===== config.mk =====
export PLATFORM = sky130hd
export DESIGN_NAME = alu_sequencer
export DESIGN_NICKNAME = d
export VERILOG_FILES = /design/src/rtl/alu_sequencer.sv
export SDC_FILE = /design/constraint.sdc
export NUM_CORES = 1
export LEC_CHECK = 0
export ABC_AREA = 1
export CAP_MARGIN = 25
export CORE_ASPECT_RATIO = 2
export CORE_MARGIN = 8
export CORE_UTILIZATION = 39
export CTS_CLUSTER_SIZE = 28
export DETAILED_ROUTE_END_ITERATION = 10
export PLACE_DENSITY = 0.81
export SLEW_MARGIN = 20
export SYNTH_ARGS = -nofsm -noshare
export SYNTH_HDL_FRONTEND = slang
export SYNTH_SLANG_ARGS = --single-unit

===== constraint.sdc =====
create_clock -name clk -period 1.19 [get_ports clk]
set_input_delay 0.119 -clock clk [delete_from_list [all_inputs] [get_ports clk]]
set_output_delay 0.119 -clock clk [all_outputs]
set_load 0.01 [all_outputs]

===== src/rtl/alu_sequencer.sv =====
// alu_sequencer: instruction register, decoder and Moore control FSM for a
// small register-file datapath. Accepts one 16-bit instruction per visit to
// WAIT and steps the datapath through read, execute and writeback.

module alu_sequencer (
    input  logic        clk,
    input  logic        reset,
    input  logic        s,
    input  logic [15:0] in,
    output logic        w,
    output logic [2:0]  nsel,
    output logic [1:0]  vsel,
    output logic        loada,
    output logic        loadb,
    output logic        loadc,
    output logic        loads,
    output logic        write,
    output logic        asel,
    output logic        bsel,
    output logic [1:0]  ALUop,
    output logic [1:0]  shift,
    output logic [15:0] sximm8,
    output logic [15:0] sximm5,
    output logic        err
);

    // Opcode and op field encodings.
    localparam logic [2:0] OpcMov = 3'b110;
    localparam logic [2:0] OpcAlu = 3'b101;
    localparam logic [1:0] OpMovImm = 2'b10;
    localparam logic [1:0] OpMovReg = 2'b00;
    localparam logic [1:0] OpAdd    = 2'b00;
    localparam logic [1:0] OpCmp    = 2'b01;
    localparam logic [1:0] OpAnd    = 2'b10;
    localparam logic [1:0] OpMvn    = 2'b11;

    // Register-file select encodings.
    localparam logic [2:0] NselNone = 3'b000;
    localparam logic [2:0] NselRn   = 3'b100;
    localparam logic [2:0] NselRd   = 3'b010;
    localparam logic [2:0] NselRm   = 3'b001;

    // Writeback source encodings.
    localparam logic [1:0] VselC    = 2'b00;
    localparam logic [1:0] VselImm8 = 2'b10;

    localparam logic [1:0] AluAdd = 2'b00;
    localparam logic [1:0] AluSub = 2'b01;

    typedef enum logic [3:0] {
        StWait,
        StDecode,
        StWriteImm,
        StGetA,
        StGetB,
        StAlu,
        StCmp,
        StWriteReg,
        StErr
    } state_e;

    state_e      state_q, state_d;
    logic [15:0] ir_q;

    // Instruction fields, all taken from the latched word so that changes on
    // 'in' never disturb an instruction already in flight.
    logic [2:0] opcode;
    logic [1:0] op;
    logic [1:0] sh;
    logic       is_mov;
    logic       is_mov_imm;
    logic       is_mov_reg;
    logic       is_alu;
    logic       is_cmp;
    logic       is_mvn;
    logic       needs_a;
    logic       unused_ir;

    assign opcode = ir_q[15:13];
    assign op     = ir_q[12:11];
    assign sh     = ir_q[4:3];

    // Register numbers are consumed by the datapath through nsel, not here.
    assign unused_ir = ^ir_q[10:8];

    assign is_mov     = (opcode == OpcMov);
    assign is_mov_imm = is_mov && (op == OpMovImm);
    assign is_mov_reg = is_mov && (op == OpMovReg);
    assign is_alu     = (opcode == OpcAlu);
    assign is_cmp     = is_alu && (op == OpCmp);
    assign is_mvn     = is_alu && (op == OpMvn);
    // ADD, CMP and AND read Rn into A; MOV reg and MVN only need B.
    assign needs_a    = is_alu && ((op == OpAdd) || (op == OpCmp) || (op == OpAnd));

    assign sximm8 = {{8{ir_q[7]}}, ir_q[7:0]};
    assign sximm5 = {{11{ir_q[4]}}, ir_q[4:0]};

    // Instruction register: captures 'in' only on the accept edge in WAIT.
    always_ff @(posedge clk) begin
        if (reset) begin
            ir_q <= 16'h0000;
        end else if ((state_q == StWait) && s) begin
            ir_q <= in;
        end
    end

    // State register with synchronous reset overriding every transition.
    always_ff @(posedge clk) begin
        if (reset) begin
            state_q <= StWait;
        end else begin
            state_q <= state_d;
        end
    end

    // Next-state logic.
    always_comb begin
        state_d = state_q;
        unique case (state_q)
            StWait: begin
                if (s) begin
                    state_d = StDecode;
                end
            end
            StDecode: begin
                if (is_mov_imm) begin
                    state_d = StWriteImm;
                end else if (is_mov_reg || is_mvn) begin
                    state_d = StGetB;
                end else if (needs_a) begin
                    state_d = StGetA;
                end else begin
                    state_d = StErr;
                end
            end
            StWriteImm: state_d = StWait;
            StGetA:     state_d = StGetB;
            StGetB:     state_d = is_cmp ? StCmp : StAlu;
            StAlu:      state_d = StWriteReg;
            StCmp:      state_d = StWait;
            StWriteReg: state_d = StWait;
            StErr:      state_d = StWait;
            default:    state_d = StWait;
        endcase
    end

    // Moore outputs: every output defaults low and is raised per state.
    always_comb begin
        w     = 1'b0;
        nsel  = NselNone;
        vsel  = VselC;
        loada = 1'b0;
        loadb = 1'b0;
        loadc = 1'b0;
        loads = 1'b0;
        write = 1'b0;
        asel  = 1'b0;
        bsel  = 1'b0;
        ALUop = AluAdd;
        shift = 2'b00;
        err   = 1'b0;
        unique case (state_q)
            StWait: begin
                w = 1'b1;
            end
            StDecode: begin
            end
            StWriteImm: begin
                nsel  = NselRn;
                vsel  = VselImm8;
                write = 1'b1;
            end
            StGetA: begin
                nsel  = NselRn;
                loada = 1'b1;
            end
            StGetB: begin
                nsel  = NselRm;
                loadb = 1'b1;
            end
            StAlu: begin
                loadc = 1'b1;
                shift = sh;
                // MOV reg passes shifted B through by adding it to a zeroed A.
                if (is_mov) begin
                    asel  = 1'b1;
                    ALUop = AluAdd;
                end else begin
                    ALUop = op;
                end
            end
            StCmp: begin
                loads = 1'b1;
                ALUop = AluSub;
                shift = sh;
            end
            StWriteReg: begin
                nsel  = NselRd;
                vsel  = VselC;
                write = 1'b1;
            end
            StErr: begin
                err = 1'b1;
            end
            default: begin
            end
        endcase
    end

endmodule


==> results.py, run 1 <==
metrics = {
    "run_status": {
        "outcome": "finished, violations left",
        "violations": "setup timing",
    },
    "global_route": {
        "overflow": 0,
        "grt_util_met3": 0.0436,
        "grt_max_degree": 11,
        "antenna_found_initial": 0,
        "grt_pass1_vias": 1466,
        "grtUsageMet2": 0.321,
        "grtUsageMet1": 0.138,
        "grt_pass1_wl_mm": 6.91,
        "grt_use_total": 0.157,
        "busiest_layer": "met2",
    },
    "cts": {
        "clock_latency_ns": 0.25,
        "cts_buffers": 3,
        "cts_tree": "yes",
        "cts-htree-levels": 1,
        "root_buffer": "clkbuf_8",
        "path_clk_slew_ns": 0.07,
        "cts.sink_count": 17,
        "postCtsHoldBufs": 0,
        "ctsLongestPathBuffers": 2,
    },
    "timing": {
        "rsz0062_at_grt": "true",
        "slew_violations": 0,
        "tightest_slew_ns": 0.518,
        "setup_violations": 29,
        "fin_ws_ns": -0.246,
        "fmax_mhz": 696,
        "post-route-period-util": 1.21,
        "hold_ws_ns": 0.434,
        "post-route-min-period_ns": 1.44,
        "slew_headroom": 0.654,
        "final.setup.tns_ns": -3.59,
        "skew_ns": 0.00236,
        "hold_viol": 0,
    },
    "floorplan": {
        "die_area_um2": 5370,
        "rows": 29,
        "initial_utilization": 0.399,
        "coreArea_um2": 3120,
        "die_x_um": 56.0,
        "ios": 69,
        "die_y_um": 95.9,
    },
    "yosys": {
        "syn_area_per_cell_um2": 7.15,
        "ys_seq_elements": 17,
        "ys_warn_count": 0,
        "seq_area_frac_synth": 0.273,
        "synth.distinct_cells": 23,
        "synth_cells": 174,
        "netlist_area_um2": 1240,
    },
    "pwr": {
        "finalPower_w": 0.00208,
        "power.density_nw_per_um2": 889,
        "ir_worst_vdd_uv": 856,
        "leakagePower_nw": 1.09,
    },
    "routing": {
        "drt_iter0_markers": 24,
        "via_per_inst": 4.95,
        "wl_per_cell_um": 16.8,
        "first_pass_iters": 4,
        "antenna_left": 0,
        "vias": 1397,
        "finalWirelength_mm": 4.74,
        "drc": 0,
    },
    "critical_path": {
        "crit_chain": "buf_6 > nand2_8 > buf_6 > nor2_4 > nor2_2 > nor2_1 > buf_2",
        "crit_family": "buffers and inverters",
        "r2r_start": "state_q[0]$_SDFFE_PP0P_",
        "cp.arrival_ns": 1.32,
        "startpoint_type": "flop",
        "critical_path.max_stage_delay_ns": 0.35,
        "worstSetupEndpoint": "shift[1]",
        "path_max_fanout": 4,
        "critPathSlowestCell": "dfxtp_2",
        "path_depth": 7,
        "cpMostUsedCell": "buf_6",
        "path_class": "reg -> out",
        "crit_path_end_kind": "primary output",
        "critPathBufInv": 3,
        "rr_endpoint": "ir_q[2]$_SDFFE_PP0P_",
        "r2r_slack_ns": -0.17,
        "required_ns": 1.07,
        "ff2ff_path_depth": 8,
        "critical_path.startpoint": "state_q[2]$_SDFFE_PP0P_",
    },
    "finish": {
        "diodes": 0,
        "fin_nets": 271,
        "area_growth_pct": 88.2,
        "stdcell_area_um2": 2340,
        "drive_gt1_frac": 0.566,
        "nFillCells": 204,
    },
    "place": {
        "dp_hpwl_mm": 2.74,
        "io_buffers": 63,
        "place.gp.congestion": 0.892,
        "post-place-ws_ns": -0.302,
        "place_area_um2": 1850,
    },
    "hold_path": {
        "min_path_type": "in -> reg",
        "hold_path_depth": 3,
    },
    "run": {
        "drv_cap": 0,
    },
}
==> cell families (layout without fill, tap and decap cells) <==
logic type	after synthesis	after routing	share of synthesized area
AOI/OAI and AO/OA	19	19	0.111
buffers and inverters	55	130	0.288
DFF	17	17	0.273
other	1	2	0.00301
and+or+nand+nor	82	83	0.325
==> state kept, by name (all words and copies together) (netlist names) <==
name,cells
ir_q,13
state_q,4
==> per-layer routing <==
layer	vias up	part of all wire
li1	666	-
met1	654	0.33
met2	66	0.58
met3	11	0.057
met4	0	0.027
met5	-	0
==> per-stage QoR <==
step / std cells / utilization
6_report: 282 / 0.751
5_1_grt: 282 / 0.751
4_1_cts: 276 / 0.682
3_5_place_dp: 260 / 0.593
3_3_place_gp: 260 / 0.593
2_1_floorplan: 175 / -
==> power by group <==
| group | total (W) | internal [W] | switching, W |
|---|---|---|---|
| combinational | 0.000980 | 0.000496 | 0.000484 |
| clock | 0.000439 | 0.000238 | 0.000201 |
| sequential | 0.000665 | 0.000617 | 0.0000473 |
| total | 0.00208 | 0.00135 | 0.000732 |
==> placed cells by master, fill, tap and decap left out, types with 9 or more instances in the layout <==
cell type        instances
nand3_2                 10
dlygate4sd2_1           25
a21oi_2                 13
nand2_1                 20
nor2_1                  10
clkdlybuf4s50_1         15
buf_4                   31
dfxtp_1                  9
nand2_2                 11
buf_6                   19
inv_1                   10
==> what timing repair did <==
item | in CTS | in global routing
pin swaps | 24 | 12
gates resized for setup | 161 | 42
setup buffers | 11 | 6
endpoints found under the setup margin | 65 | 40
gates cloned | 1 | 0
==> layout make-up <==
cell class	count	area, um^2	area share
clock buffers	4	45.0	0.0192
flip-flops and latches	17	358	0.153
repair buffers	110	1020	0.434
well taps	31	38.8	0.0166
inverters	16	70.1	0.0299
multi-input cells	104	816	0.348
==> worst min-delay path by stage <==
stage	endpoint	start
after global routing	ir_q[7]$_SDFFE_PP0P_	in[7]
after CTS	ir_q[15]$_SDFFE_PP0P_	in[15]
final	ir_q[1]$_SDFFE_PP0P_	in[1]
after detailed placement	ir_q[6]$_SDFFE_PP0P_	ir_q[6]$_SDFFE_PP0P_
after floorplan	ir_q[4]$_SDFFE_PP0P_	in[4]
after global placement	ir_q[6]$_SDFFE_PP0P_	ir_q[6]$_SDFFE_PP0P_
==> tightest hold or removal path, cell delays in order <==
cell and delay [ns]:
clkdlybuf4s50_1 0.41, nand3_2 0.08, a21oi_2 0.04
==> synth_stat cells, drive strengths merged <==
master	n	area share
o22ai	1	0.0050
clkbuf	2	0.0060
nand3	17	0.068
a31o	1	0.0070
buf	37	0.23
dfxtp	17	0.27
a21oi	16	0.094
nand2	37	0.15
conb	1	0.0030
o21ai	1	0.0040
nor3	3	0.012
inv	16	0.048
nand4	1	0.0050
nor2	24	0.087
No activity file was read; power rests on OpenSTA's default activity.
==> run 2: changes to the inputs <==
--- a/config.mk
+++ b/config.mk
@@ -10,9 +10,10 @@
 export CORE_ASPECT_RATIO = 2
 export CORE_MARGIN = 8
 export CORE_UTILIZATION = 39
-export CTS_CLUSTER_SIZE = 28
 export DETAILED_ROUTE_END_ITERATION = 10
+export HOLD_SLACK_MARGIN = 0.08
 export PLACE_DENSITY = 0.81
+export SKIP_CTS_REPAIR_TIMING = 1
 export SLEW_MARGIN = 20
 export SYNTH_ARGS = -nofsm -noshare
 export SYNTH_HDL_FRONTEND = slang
==> results.py, run 2 (synthesis gave the netlist of run 1 again) <==
metrics = {
    "run_status": {
        "outcome": "finished, violations left",
        "violations": "setup timing",
    },
    "pwr": {
        "p_sw_frac": 0.347,
        "p_sw_w": 0.000730,
        "leakagePower_nw": 1.54,
        "clock_power_share": 0.209,
        "power.density_nw_per_um2": 861,
        "ir_worst_vdd_uv": 725,
        "p_int_w": 0.00137,
        "seqPwrFrac": 0.317,
        "finalPower_w": 0.00210,
        "comb_power_share": 0.474,
    },
    "timing": {
        "post-route-period-util": 1.25,
        "hold_ws_ns": 0.445,
        "final.setup.tns_ns": -4.03,
        "slew_violations": 0,
        "skew_ns": 0.00636,
        "slew_headroom": 0.646,
        "fin_ws_ns": -0.297,
        "fmax_mhz": 673,
        "rsz0062_at_grt": "true",
        "post-route-min-period_ns": 1.49,
        "hold_viol": 0,
        "tightest_slew_ns": 0.530,
        "setup_violations": 30,
    },
    "floorplan": {
        "coreArea_um2": 3120,
        "initial_utilization": 0.399,
        "die_area_um2": 5370,
        "rows": 29,
        "die_y_um": 95.9,
        "die_x_um": 56.0,
        "ios": 69,
    },
    "finish": {
        "area_growth_pct": 96.0,
        "drive_gt1_frac": 0.567,
        "top_regs": "ir_q: 13 flops, state_q: 4 flops",
        "final_util": 0.782,
        "nFillCells": 175,
        "finalNonFillerCells": 283,
        "largest_reg_flops": 13,
        "final_cell_mix": "dlymetal6s2s_1, buf_4, buf_6",
        "fin_nets": 272,
        "layout_commonest_cell": "dlymetal6s2s_1",
        "diodes": 0,
        "top_register": "ir_q",
    },
    "cts": {
        "cts.sink_count": 17,
        "clock_latency_ns": 0.25,
        "cts-htree-levels": 1,
        "root_buffer": "clkbuf_8",
        "cts_buffers": 3,
        "path_clk_slew_ns": 0.07,
        "ctsLongestPathBuffers": 2,
        "cts_tree": "yes",
    },
    "routing": {
        "wl_per_cell_um": 17.2,
        "via_per_inst": 5.11,
        "first_pass_iters": 4,
        "antenna_left": 0,
        "drc": 0,
        "vias": 1445,
        "finalWirelength_mm": 4.86,
        "drt_iter0_markers": 32,
    },
    "critical_path": {
        "r2r_slack_ns": -0.19,
        "path_max_fanout": 3,
        "r2r_start": "state_q[0]$_SDFFE_PP0P_",
        "crit_path_end_kind": "primary output",
        "rr_endpoint": "ir_q[4]$_SDFFE_PP0P_",
        "required_ns": 1.07,
        "ff2ff_path_depth": 9,
        "startpoint_type": "flop",
        "path_class": "reg -> out",
        "cp.arrival_ns": 1.37,
    },
    "hold_path": {
        "min_path_type": "in -> reg",
        "hold_path_end": "ir_q[7]$_SDFFE_PP0P_",
        "hp-start": "in[7]",
        "hold_path_depth": 3,
    },
    "global_route": {
        "grtUsageMet1": 0.113,
        "overflow": 0,
        "grt_max_degree": 14,
        "grt_pass1_wl_mm": 5.72,
        "antenna_found_initial": 0,
        "busiest_layer": "met2",
        "grt_pass1_vias": 1338,
        "grtUsageMet2": 0.241,
        "grt_use_total": 0.127,
        "grt_util_met3": 0.0489,
    },
    "run": {
        "drv_cap": 0,
    },
    "place": {
        "dpl.cell_count": 260,
        "io_buffers": 63,
        "place.gp.congestion": 0.892,
        "dp_hpwl_mm": 2.74,
    },
}
[run 2: cell types whose count changed in the layout (fill, tap and decap cells not counted), sizes merged]
cell / change
buf: +1
clkdlybuf4s15: -7
clkdlybuf4s50: -1
dlygate4sd2: -25
dlymetal6s2s: +33
[run 2: per-stage QoR]
stage               setup slack [ns]  instance area, um^2
floorplan                     0.0137                 1250
global placement              -0.259                 1850
detailed placement            -0.302                 1850
CTS                           -0.570                 1890
global route                  -0.367                 2440
finish                        -0.297                 2440
[run 2: layout make-up]
type	instances	area [um^2]	area share
inverter	16	65.1	0.0267
multi-input combinational	104	810	0.332
timing repair buffer	111	1120	0.460
tap	31	38.8	0.0159
clock buffer	4	45.0	0.0185
sequential	17	359	0.147
[run 2: power by group through the flow]
stage                     Clock (W)  Sequential [W]  Combinational (W)
after global placement            0        0.000665           0.000702
after floorplan                   0        0.000674           0.000451
after global routing       0.000473        0.000671            0.00106
final                      0.000440        0.000665           0.000996
after CTS                  0.000438        0.000655           0.000711
after detailed placement          0        0.000666           0.000708
[run 2: worst max-delay path, stage by stage (launching register included)]
cell	delay (ns)
dfxtp_4	0.36
inv_2	0.07
nand2_2	0.08
nor2_4	0.17
buf_6	0.13
nor2_2	0.04
nor2_1	0.11
buf_2	0.15
[run 2: layer usage]
layer	vias up	share of wire	routed length, um
li1	671	-	-
met1	663	0.35	1690
met2	90	0.55	2660
met3	21	0.064	310
met4	0	0.041	201
met5	-	0	0
[run 2: worst max-delay path by stage]
stage | start | to
2_1_floorplan | state_q[0]$_SDFFE_PP0P_ | shift[0]
3_3_place_gp | state_q[3]$_SDFFE_PP0P_ | ALUop[1]
4_1_cts | state_q[3]$_SDFFE_PP0P_ | ALUop[1]
5_1_grt | state_q[1]$_SDFFE_PP0P_ | ALUop[1]
6_report | state_q[1]$_SDFFE_PP0P_ | shift[0]
3_5_place_dp | state_q[3]$_SDFFE_PP0P_ | ALUop[1]
